`config.mk`:
```
export PLATFORM = sky130hd
export DESIGN_NAME = dma_arbiter
export DESIGN_NICKNAME = d
export VERILOG_FILES = /design/src/rtl/dma_arbiter.sv
export SDC_FILE = /design/constraint.sdc
export NUM_CORES = 1
export LEC_CHECK = 0
export BUFFER_PORTS_ARGS = -buffer_cell sky130_fd_sc_hd__buf_2
export CORE_MARGIN = 1
export CORE_UTILIZATION = 25
export DETAILED_ROUTE_END_ITERATION = 7
export SLEW_MARGIN = 10
export SYNTH_ARGS = -nofsm -noshare
export SYNTH_HDL_FRONTEND = slang
export SYNTH_SLANG_ARGS = --single-unit
```
`constraint.sdc`:
```
create_clock -name clk -period 2.8 [get_ports clk]
set_input_delay 0.56 -clock clk [delete_from_list [all_inputs] [get_ports clk]]
set_output_delay 0.56 -clock clk [all_outputs]
set_load 0.02 [all_outputs]
```
`src/rtl/dma_arbiter.sv`:
```
// Round-robin arbiter sharing one single-word memory port among NUM_REQ DMA masters.
// A watchdog aborts memory accesses that are never acknowledged.
module dma_arbiter #(
  parameter int NUM_REQ = 2,
  parameter int ADDR_W  = 32,
  parameter int DATA_W  = 32,
  parameter int TIMEOUT = 256
) (
  input  logic                        clk,
  input  logic                        reset,
  input  logic [NUM_REQ-1:0]          req_i,
  input  logic [NUM_REQ*ADDR_W-1:0]   addr_i,
  input  logic [NUM_REQ-1:0]          we_i,
  input  logic [NUM_REQ*DATA_W-1:0]   wdata_i,
  output logic [NUM_REQ-1:0]          ack_o,
  output logic                        err_o,
  output logic [DATA_W-1:0]           rdata_o,
  output logic                        mem_req,
  output logic [ADDR_W-1:0]           mem_addr,
  output logic                        mem_we,
  output logic [DATA_W-1:0]           mem_wdata,
  input  logic [DATA_W-1:0]           mem_rdata,
  input  logic                        mem_ack,
  output logic [$clog2(NUM_REQ)-1:0]  grant_o,
  output logic                        busy_o,
  output logic                        timeout_flag,
  input  logic                        clear_err
);

  localparam int GW = $clog2(NUM_REQ);
  localparam int CW = $clog2(TIMEOUT);

  typedef enum logic [1:0] {
    IDLE,
    BUSY,
    RESP
  } state_t;

  state_t state, state_n;

  logic [NUM_REQ-1:0] ack_n;
  logic               err_n;
  logic [DATA_W-1:0]  rdata_n;
  logic               mem_req_n;
  logic [ADDR_W-1:0]  mem_addr_n;
  logic               mem_we_n;
  logic [DATA_W-1:0]  mem_wdata_n;
  logic [GW-1:0]      grant_n;
  logic               flag_n;
  logic [GW-1:0]      last, last_n;
  logic [CW-1:0]      cnt, cnt_n;

  logic               found;
  logic [GW-1:0]      sel;
  logic [GW:0]        t;
  logic [GW-1:0]      j;
  logic               to_hit;

  // Search upward from the slot after the last winner, wrapping around.
  always_comb begin
    found = 1'b0;
    sel   = '0;
    t     = '0;
    j     = '0;
    for (int i = 1; i <= NUM_REQ; i++) begin
      t = {1'b0, last} + (GW+1)'(i);
      if (t >= (GW+1)'(NUM_REQ))
        t = t - (GW+1)'(NUM_REQ);
      j = t[GW-1:0];
      if (!found && req_i[j]) begin
        found = 1'b1;
        sel   = j;
      end
    end
  end

  // A coincident mem_ack beats the watchdog.
  assign to_hit = (state == BUSY) && !mem_ack &&
                  (cnt == CW'(TIMEOUT-1));

  assign busy_o = (state != IDLE);

  always_ff @(posedge clk) begin
    if (reset) begin
      state        <= IDLE;
      ack_o        <= '0;
      err_o        <= 1'b0;
      rdata_o      <= '0;
      mem_req      <= 1'b0;
      mem_addr     <= '0;
      mem_we       <= 1'b0;
      mem_wdata    <= '0;
      grant_o      <= '0;
      timeout_flag <= 1'b0;
      last         <= GW'(NUM_REQ-1);
      cnt          <= '0;
    end else begin
      state        <= state_n;
      ack_o        <= ack_n;
      err_o        <= err_n;
      rdata_o      <= rdata_n;
      mem_req      <= mem_req_n;
      mem_addr     <= mem_addr_n;
      mem_we       <= mem_we_n;
      mem_wdata    <= mem_wdata_n;
      grant_o      <= grant_n;
      timeout_flag <= flag_n;
      last         <= last_n;
      cnt          <= cnt_n;
    end
  end

  always_comb begin
    state_n = state;
    unique case (state)
      IDLE: if (found) state_n = BUSY;
      BUSY: if (mem_ack || to_hit) state_n = RESP;
      RESP: state_n = IDLE;
      default: state_n = IDLE;
    endcase
  end

  always_comb begin
    ack_n       = '0;
    err_n       = 1'b0;
    rdata_n     = rdata_o;
    mem_req_n   = mem_req;
    mem_addr_n  = mem_addr;
    mem_we_n    = mem_we;
    mem_wdata_n = mem_wdata;
    grant_n     = grant_o;
    flag_n      = timeout_flag & ~clear_err;
    last_n      = last;
    cnt_n       = cnt;
    unique case (state)
      IDLE: begin
        if (found) begin
          mem_req_n   = 1'b1;
          mem_addr_n  = addr_i[sel*ADDR_W +: ADDR_W];
          mem_we_n    = we_i[sel];
          mem_wdata_n = wdata_i[sel*DATA_W +: DATA_W];
          grant_n     = sel;
          last_n      = sel;
          cnt_n       = '0;
        end
      end
      BUSY: begin
        cnt_n = cnt + 1'b1;
        if (mem_ack) begin
          rdata_n         = mem_we ? '0 : mem_rdata;
          mem_req_n       = 1'b0;
          ack_n[grant_o]  = 1'b1;
        end else if (to_hit) begin
          rdata_n         = '0;
          mem_req_n       = 1'b0;
          ack_n[grant_o]  = 1'b1;
          err_n           = 1'b1;
          flag_n          = 1'b1;
        end
      end
      RESP: begin
      end
      default: begin
      end
    endcase
  end

endmodule

```
==> results of run 1 <==
## power breakdown
part,switching [W],total (W),leakage (nW),internal (W)
clock,0.000757,0.00213,0.288,0.00137
combinational,0.000751,0.00122,2.08,0.000467
sequential,0.0000994,0.00190,0.940,0.00180
total,0.00161,0.00524,3.31,0.00363
## metal layers
layer  global-route usage (%)  wire (um)  vias to the layer above
met5                        0          0                        -
met4                     3.90        142                        0
met3                     4.45       1020                        7
met2                     23.3       8050                      180
met1                     17.4       7270                     2449
li1                         -          -                     2636
## cells by family (layout without fill, tap and decap cells)
group	count (synthesis)	after routing	share of synthesized area, %
buffers and inverters	97	350	8.56
multiplexers	68	68	12.2
flip-flops	114	114	40.7
adder cells (fa/ha/maj)	1	1	0.223
AO/OA/AOI/OAI	218	218	30.8
AND/OR/NAND/NOR	71	71	7.53
## synth_stat cells, types with 2 or more instances
cell type  count  area share [%]
buf_8          3            0.80
nor2_1         7            0.47
a211oi_2      39             8.7
nand2b_1       6            0.67
o41ai_1       32             5.0
buf_6          3            0.60
nor4_1         2            0.22
clkbuf_1      25             1.7
a32oi_1       32             5.0
dfxtp_1      114              41
nor2b_1       35             3.9
buf_1          2            0.13
buf_2         21             1.9
o211ai_1       2            0.27
mux2_2         3            0.60
mux2i_1       65              12
o21ai_0        3            0.27
buf_4          9             1.2
o21a_1         2            0.27
or3_1          2            0.22
a211oi_1      29             3.9
nand2_1        7            0.47
a21oi_1       73             6.5
inv_1         33             2.2
nand3_1        3            0.27
## flip-flops by register name, indices dropped and copies added (netlist names)
name,count
ack_o,2
mem_we,1
cnt,8
state,2
rdata_o,32
mem_wdata,32
last,1
mem_req,1
timeout_flag,1
grant_o,1
mem_addr,32
err_o,1
## through the flow
step                instances  hold slack, ps  total power [W]  util (%)  cell area [um2]
floorplan                 569             481          0.00275         -             5610
global placement         1070             460          0.00315      32.5             7120
detailed placement       1070             467          0.00316      32.5             7120
CTS                      1102             360          0.00533      35.2             7700
global route             1102             363          0.00551      35.2             7700
finish                   1102             385          0.00524      35.2             7700
## how the worst max path moves through the flow
stage | cells past startpoint | from | endpoint
2_1_floorplan | 6 | req_i[0] | mem_wdata[15]$_SDFFE_PP0P_
3_3_place_gp | 6 | req_i[0] | mem_addr[0]$_SDFFE_PP0P_
3_5_place_dp | 6 | req_i[0] | mem_addr[1]$_SDFFE_PP0P_
4_1_cts | 3 | state[1]$_SDFFE_PP0P_ | busy_o
5_1_grt | 5 | state[1]$_SDFFE_PP0P_ | mem_addr[17]$_SDFFE_PP0P_
6_report | 3 | state[1]$_SDFFE_PP0P_ | busy_o
## cell type report
class                      instances  share of cell area, %
clock buffer                      21                   6.11
clock inverter                    11                   1.43
sequential                       114                   29.6
tap                              280                   4.55
inverter                          34                   1.66
multi-input combinational        358                   37.4
timing repair buffer             284                   19.3
## worst max-delay path, delay by kind of cell, from the launching register on
family | cells | cell delay (ps)
flops | 1 | 460
simple gates | 1 | 70
buf+inv | 2 | 340
==> run_results.csv, run 1 <==
group,metric,value,unit
placement,finalWeightedCongestion,0.700,
routing,initialDrtViolationCount,251,
power,p_leak,3.31,nW
global_routing,antenna_found_initial,0,
global_routing,grt_pass1_vias,4878,
clock_network,cts_made_buffers,17,
clock_network,cts_max_level,4,
timing,timing.final.crit_share,65.4,%
placement,pre_cts_ws,696,ps
timing,skew,8.82,ps
worst_setup_path,rrSetupSlack,1030,ps
final_layout,multi_input_area,2880,um2
floorplan,initial_core_util,25.6,%
logic_synthesis,ys.warnings.count,0,
flow_run,drv_cap,0,
clock_network,cts_tree,"yes",
global_routing,grt_overflow_total,0,
routing,drc,0,
routing,final_antenna_net_count,0,
routing,vias,5272,
clock_network,ctsHoldBuffers,0,
final_layout,final_nets,978,
clock_network,clk_path_buf_depth,2,
global_routing,grt_max_degree,78,
floorplan,die_h,152,um
min_path,worstHoldPathCells,3,
clock_network,clock_latency,400,ps
routing,wirelength,16.5,mm
floorplan,dieWidth,152,um
global_routing,track_usage,14.0,%
worst_setup_path,worstSetupEndpointType,"output pin",
placement,portBuffers,271,
timing,rsz0062_at_grt,"no",
timing,setup_viol,0,
logic_synthesis,synthFlopType,"dfxtp_1",
timing,max_freq,546,MHz
final_layout,nFillCells,2275,
final_layout,drive_gt1_share,44.6,%
worst_setup_path,cp_max_fo,7,
power,power_density,680,nW/um2
logic_synthesis,synthCells,569,
logic_synthesis,async_flop_share,0,%
final_layout,layout_common_cells,"buf_2, dfxtp_1, a21oi_1",
worst_setup_path,crit_type,"reg2out",
floorplan,num_io_pins,272,
clock_network,clk_pin_slew_worst_paths,60,ps
timing,timing.final.ws_setup,969,ps
routing,via_per_inst,4.78,
final_layout,final_common_cell,"buf_2",
min_path,hold_class,"in2reg",
worst_setup_path,worstSetupStartpointType,"register",
logic_synthesis,synth_cell_types,42,
timing,slew_headroom,38.5,%
logic_synthesis,synth_edf_count,0,
global_routing,grt_pass1_wl,26.1,mm
logic_synthesis,ys_ff_latch,114,
min_path,hold_start,"mem_rdata[14]",
worst_setup_path,crit_slowest_cell,"dfxtp_1",
routing,routedWlPerCell,15.0,um
logic_synthesis,netlist_area,5610,um2
clock_network,root_buffer,"clkbuf_16",
clock_network,ctsResizeCount,0,
worst_setup_path,crit_path_max_incr_delay,460,ps
power,ir_worst_vdd,0.000340,V
min_path,holdPathEnd,"rdata_o[14]$_SDFFE_PP0P_",
worst_setup_path,r2r_start,"state[1]$_SDFFE_PP0P_",
clock_network,post_cts_buffers,0,
worst_setup_path,r2r-end,"last$_SDFFE_PP1P_",
final_layout,area_delta_synth_final,37.2,%
run_status,status,"complete, no violations",
timing,final.min_clock_period,1830,ps
routing,first_pass_iters,4,
worst_setup_path,rr_worst_depth,4,
timing,maxSlewViolCount,0,
logic_synthesis,seq_area_frac_synth,40.7,%
clock_network,cts_sinks,114,
floorplan,num_rows,54,
timing,hold_viol_final,0,
placement,dp_hpwl,11.0,mm
timing,setup_tns,0,ps
logic_synthesis,syn_nets,738,
logic_synthesis,syn_avg_cell_area,9.87,um2
worst_setup_path,crit_chain,"nor2_4, inv_2, buf_2",
floorplan,core-area,21900,um2
final_layout,seqCellArea,2280,um2
worst_setup_path,cp.arrival,1270,ps
timing,worst_slew_pin_slew,923,ps
floorplan,dieArea,23100,um2
worst_setup_path,cp.required,2240,ps
final_layout,antenna_cells,0,
Power figures use the tool's default switching activity.
==> run 2, diff against run 1 <==
==> constraint.sdc (replaced) <==
create_clock -name clk -period 1.7 [get_ports clk]
set_input_delay 0.34 -clock clk [delete_from_list [all_inputs] [get_ports clk]]
set_output_delay 0.34 -clock clk [all_outputs]
set_load 0.02 [all_outputs]
==> run_results.csv, run 2 (same netlist as run 1, synthesis figures left out) <==
group,metric,value,unit
placement,portBuffers,271,
timing,setup_tns,0,ps
worst_setup_path,critPathTopFamily,"flip-flops",
clock_network,post_cts_buffers,0,
floorplan,die_h,152,um
timing,hold_viol_final,0,
placement,finalWeightedCongestion,0.732,
clock_network,root_buffer,"clkbuf_16",
routing,vias,5302,
floorplan,num_rows,54,
power,power_density,1100,nW/um2
global_routing,antenna_found_initial,0,
timing,rsz0062_at_grt,"no",
floorplan,core-area,21900,um2
floorplan,num_io_pins,272,
timing,timing.final.crit_share,95.0,%
worst_setup_path,crit_chain,"nor2_4, inv_2, buf_2",
worst_setup_path,rrSetupSlack,190,ps
global_routing,grt_overflow_total,0,
clock_network,clock_latency,410,ps
clock_network,cts_made_buffers,17,
global_routing,grt_pass1_vias,5051,
clock_network,ctsHoldBuffers,0,
clock_network,clk_path_buf_depth,2,
final_layout,final_common_cell,"buf_2",
worst_setup_path,crit_type,"reg2out",
worst_setup_path,r2r_start,"cnt[1]$_SDFFE_PP0P_",
worst_setup_path,cp.required,1360,ps
placement,dp_hpwl,11.4,mm
routing,drc,0,
timing,skew,6.87,ps
final_layout,drive_gt1_share,45.1,%
clock_network,clk_pin_slew_worst_paths,50,ps
final_layout,area_delta_synth_final,39.9,%
final_layout,seqCellArea,2280,um2
routing,initialDrtViolationCount,224,
floorplan,dieArea,23100,um2
timing,setup_viol,0,
timing,max_freq,619,MHz
routing,routedWlPerCell,15.1,um
run_status,status,"complete, no violations",
timing,fin_hold_ws,161,ps
routing,first_pass_iters,5,
final_layout,antenna_cells,0,
timing,worst_slew_pin_slew,428,ps
final_layout,final_nets,987,
floorplan,initial_core_util,25.6,%
worst_setup_path,startpoint,"state[0]$_SDFFE_PP0P_",
clock_network,cts_tree,"yes",
worst_setup_path,cp_max_fo,7,
final_layout,reg_top3,"mem_addr: 32 flops, mem_wdata: 32 flops, rdata_o: 32 flops",
worst_setup_path,endpoint,"busy_o",
timing,final.min_clock_period,1620,ps
global_routing,grt_max_degree,73,
floorplan,dieWidth,152,um
routing,final_antenna_net_count,0,
worst_setup_path,rr_worst_depth,4,
min_path,hold_class,"in2reg",
final_layout,nFillCells,2262,
worst_setup_path,worstSetupEndpointType,"output pin",
clock_network,cts_max_level,4,
worst_setup_path,crit_buf_inv,2,
routing,wirelength,16.8,mm
routing,via_per_inst,4.77,
final_layout,layout_common_cells,"buf_2, dfxtp_1, a21oi_1",
worst_setup_path,cp.arrival,1280,ps
timing,maxSlewViolCount,0,
worst_setup_path,path_depth,3,
timing,slew_headroom,71.4,%
flow_run,drv_cap,0,
clock_network,cts_sinks,114,
final_layout,multi_input_area,2880,um2
power,ir_worst_vdd,0.000588,V
worst_setup_path,crit_slowest_cell,"dfxtp_1",
global_routing,grt_pass1_wl,26.8,mm
worst_setup_path,crit_path_max_incr_delay,340,ps
worst_setup_path,r2r-end,"timeout_flag$_SDFF_PP0_",
clock_network,ctsResizeCount,0,
power,p_leak,3.37,nW
worst_setup_path,worstSetupStartpointType,"register",
global_routing,track_usage,14.4,%
-- run 2: changes by cell type in the layout (fill, tap and decap cells not counted) --
cell | before | now
buf_12 | 2 | 10
clkbuf_1 | 1 | 3
clkbuf_8 | 3 | 1
buf_4 | 11 | 12
clkinv_2 | 7 | 6
clkinvlp_4 | 2 | 3
dfxtp_1 | 114 | 113
dfxtp_2 | 0 | 1
-- run 2: how the worst min path moves through the flow --
stage / startpoint / to / slack, ps / cells past startpoint
floorplan: cnt[3]$_SDFFE_PP0P_ / cnt[3]$_SDFFE_PP0P_ / 480 / 2
global placement: rdata_o[8]$_SDFFE_PP0P_ / rdata_o[8]$_SDFFE_PP0P_ / 450 / 2
detailed placement: rdata_o[8]$_SDFFE_PP0P_ / rdata_o[8]$_SDFFE_PP0P_ / 460 / 2
CTS: mem_rdata[14] / rdata_o[14]$_SDFFE_PP0P_ / 140 / 3
global route: mem_rdata[14] / rdata_o[14]$_SDFFE_PP0P_ / 150 / 3
finish: mem_rdata[14] / rdata_o[14]$_SDFFE_PP0P_ / 160 / 3
-- run 2: per-layer routing --
layer	wire length (um)	vias to the layer above	GRT usage (%)	share of wire [%]
met5	0	-	0	0
met4	184	0	4.10	1.1
met3	947	11	4.65	5.6
met2	8150	186	23.9	49
met1	7510	2451	17.7	45
li1	-	2654	-	-
-- run 2: worst reg2reg max path: stages (launching register included) --
cell and delay (ps):
dfxtp_1 380, ha_1 200, nand3_1 210, or4_4 550, a21oi_2 120
-- run 2: layout make-up --
type / instances / share of cell area [%]
Multi-Input combinational cell: 358 / 36.6
Sequential cell: 114 / 29.1
Tap cell: 280 / 4.46
Clock buffer: 21 / 5.73
Timing Repair Buffer: 293 / 21.0
Inverter: 34 / 1.62
Clock inverter: 11 / 1.43
-- run 2: power breakdown --
part	internal, W	switching [W]
logic	0.000841	0.00126
clock network	0.00218	0.00126
registers	0.00296	0.000156
total	0.00598	0.00268
-- run 2: stage by stage --
stage / setup slack [ps] / cell area [um2] / utilization [%] / total power, W / instances
after CTS: 6.84 / 7850 / 35.9 / 0.00883 / 1111
after global placement: 203 / 7290 / 33.3 / 0.00527 / 1079
after floorplan: 289 / 5610 / - / 0.00453 / 569
after detailed placement: 172 / 7290 / 33.3 / 0.00530 / 1079
final: 84.6 / 7860 / 35.9 / 0.00866 / 1111
after global routing: 1.36 / 7860 / 35.9 / 0.00913 / 1111
==> run 3, diff against run 2 <==
==> constraint.sdc (replaced) <==
create_clock -name clk -period 1.7 [get_ports clk]
set_input_delay 0.34 -clock clk [delete_from_list [all_inputs] [get_ports clk]]
set_output_delay 0.34 -clock clk [all_outputs]
set_load 0.05 [all_outputs]
==> run_results.csv, run 3 (same netlist as run 1, synthesis figures left out) <==
group,metric,value,unit
run_status,status,"complete, no violations",
clock_network,ctsResizeCount,2,
clock_network,cts_max_level,4,
flow_run,drv_cap,0,
worst_setup_path,r2r-end,"cnt[6]$_SDFFE_PP0P_",
worst_setup_path,r2r_start,"cnt[1]$_SDFFE_PP0P_",
min_path,worstHoldPathCells,3,
global_routing,antenna_found_initial,1,
final_layout,area_delta_synth_final,40.2,%
final_layout,reg_top3,"mem_addr: 32 flops, mem_wdata: 32 flops, rdata_o: 32 flops",
final_layout,final_common_cell,"buf_2",
routing,vias,5293,
floorplan,dieArea,23100,um2
clock_network,ctsHoldBuffers,0,
final_layout,final_nets,987,
clock_network,clk_path_buf_depth,2,
min_path,hold_class,"in2reg",
min_path,hold_start,"mem_rdata[18]",
floorplan,initial_core_util,25.6,%
clock_network,cts_tree,"yes",
worst_setup_path,rr_worst_depth,4,
global_routing,grt_pass1_wl,26.6,mm
routing,initialDrtViolationCount,269,
placement,portBuffers,271,
timing,worst_slew_pin_slew,485,ps
clock_network,clk_pin_slew_worst_paths,60,ps
floorplan,num_rows,54,
timing,fin_hold_ws,166,ps
worst_setup_path,worstSetupEndpointType,"output pin",
global_routing,track_usage,14.2,%
timing,slew_headroom,67.7,%
power,p_leak,3.38,nW
global_routing,grt_max_degree,76,
timing,hold_viol_final,0,
min_path,holdPathEnd,"rdata_o[18]$_SDFFE_PP0P_",
clock_network,post_cts_buffers,0,
routing,routedWlPerCell,15.0,um
timing,skew,6.94,ps
routing,final_antenna_net_count,0,
worst_setup_path,cp_max_fo,7,
routing,first_pass_iters,4,
routing,via_per_inst,4.76,
final_layout,final_util,36.0,%
timing,final.min_clock_period,1600,ps
final_layout,layout_common_cells,"buf_2, dfxtp_1, a21oi_1",
clock_network,clock_latency,400,ps
worst_setup_path,cp.arrival,1260,ps
worst_setup_path,crit_type,"reg2out",
placement,dp_hpwl,11.6,mm
clock_network,cts_sinks,114,
floorplan,core-area,21900,um2
routing,drc,0,
global_routing,grt_overflow_total,0,
placement,finalWeightedCongestion,0.742,
floorplan,num_io_pins,272,
worst_setup_path,cp.required,1360,ps
routing,wirelength,16.6,mm
timing,max_freq,624,MHz
floorplan,die_h,152,um
timing,rsz0062_at_grt,"no",
timing,setup_tns,0,ps
final_layout,drive_gt1_share,45.0,%
clock_network,cts_made_buffers,17,
worst_setup_path,worstSetupStartpointType,"register",
timing,setup_viol,0,
power,power_density,1190,nW/um2
timing,timing.final.crit_share,94.2,%
global_routing,grt_pass1_vias,5162,
final_layout,antenna_cells,0,
clock_network,root_buffer,"clkbuf_16",
power,ir_worst_vdd,0.000559,V
floorplan,dieWidth,152,um
worst_setup_path,rrSetupSlack,150,ps
timing,maxSlewViolCount,0,
-- run 3: cell types whose count changed in the layout (fill, tap and decap cells not counted), sizes merged --
cell and change:
clkinv -1, bufinv +1
-- run 3: through the flow --
step / cell area, um2 / setup WS [ps] / std cells / total power [W]
2_1_floorplan: 5610 / 250 / 569 / 0.00516
3_3_place_gp: 7290 / 187 / 1079 / 0.00590
3_5_place_dp: 7290 / 161 / 1079 / 0.00592
4_1_cts: 7870 / 56.7 / 1111 / 0.00955
5_1_grt: 7870 / 14.3 / 1111 / 0.00985
6_report: 7870 / 97.8 / 1111 / 0.00939
-- run 3: how the worst max path moves through the flow --
stage | from | end | slack, ps | depth (start not counted)
after floorplan | state[1]$_SDFFE_PP0P_ | mem_wdata[10]$_SDFFE_PP0P_ | 250 | 6
after global placement | req_i[0] | mem_addr[14]$_SDFFE_PP0P_ | 190 | 5
after detailed placement | req_i[0] | mem_wdata[19]$_SDFFE_PP0P_ | 160 | 5
after CTS | state[1]$_SDFFE_PP0P_ | busy_o | 60 | 3
after global routing | cnt[0]$_SDFFE_PP0P_ | rdata_o[4]$_SDFFE_PP0P_ | 10 | 5
final | state[1]$_SDFFE_PP0P_ | busy_o | 100 | 3
-- run 3: report_power, final --
part           internal (W)  switching (W)
sequential          0.00296       0.000160
clock               0.00229        0.00125
combinational      0.000841        0.00188
total               0.00610        0.00329
-- run 3: layout make-up --
type	count	area (um2)
Clock buffer	21	440
Clock inverter	11	138
Fill cell	2279	14000
Inverter	34	128
Multi-Input combinational cell	358	2880
Sequential cell	114	2280
Tap cell	280	350
Timing Repair Buffer	293	1660
-- run 3: critical path, cell delays in order (launching register included) --
cell	delay (ps)
dfxtp_2	350
nor2_4	190
inv_2	110
buf_4	210
-- run 3: layer usage --
layer / track usage [%] / vias to the layer above / share of wire (%)
li1: - / 2652 / -
met5: 0 / - / 0.078
met2: 24.3 / 171 / 49
met1: 17.0 / 2455 / 45
met3: 4.11 / 13 / 5.1
met4: 4.52 / 2 / 1.1
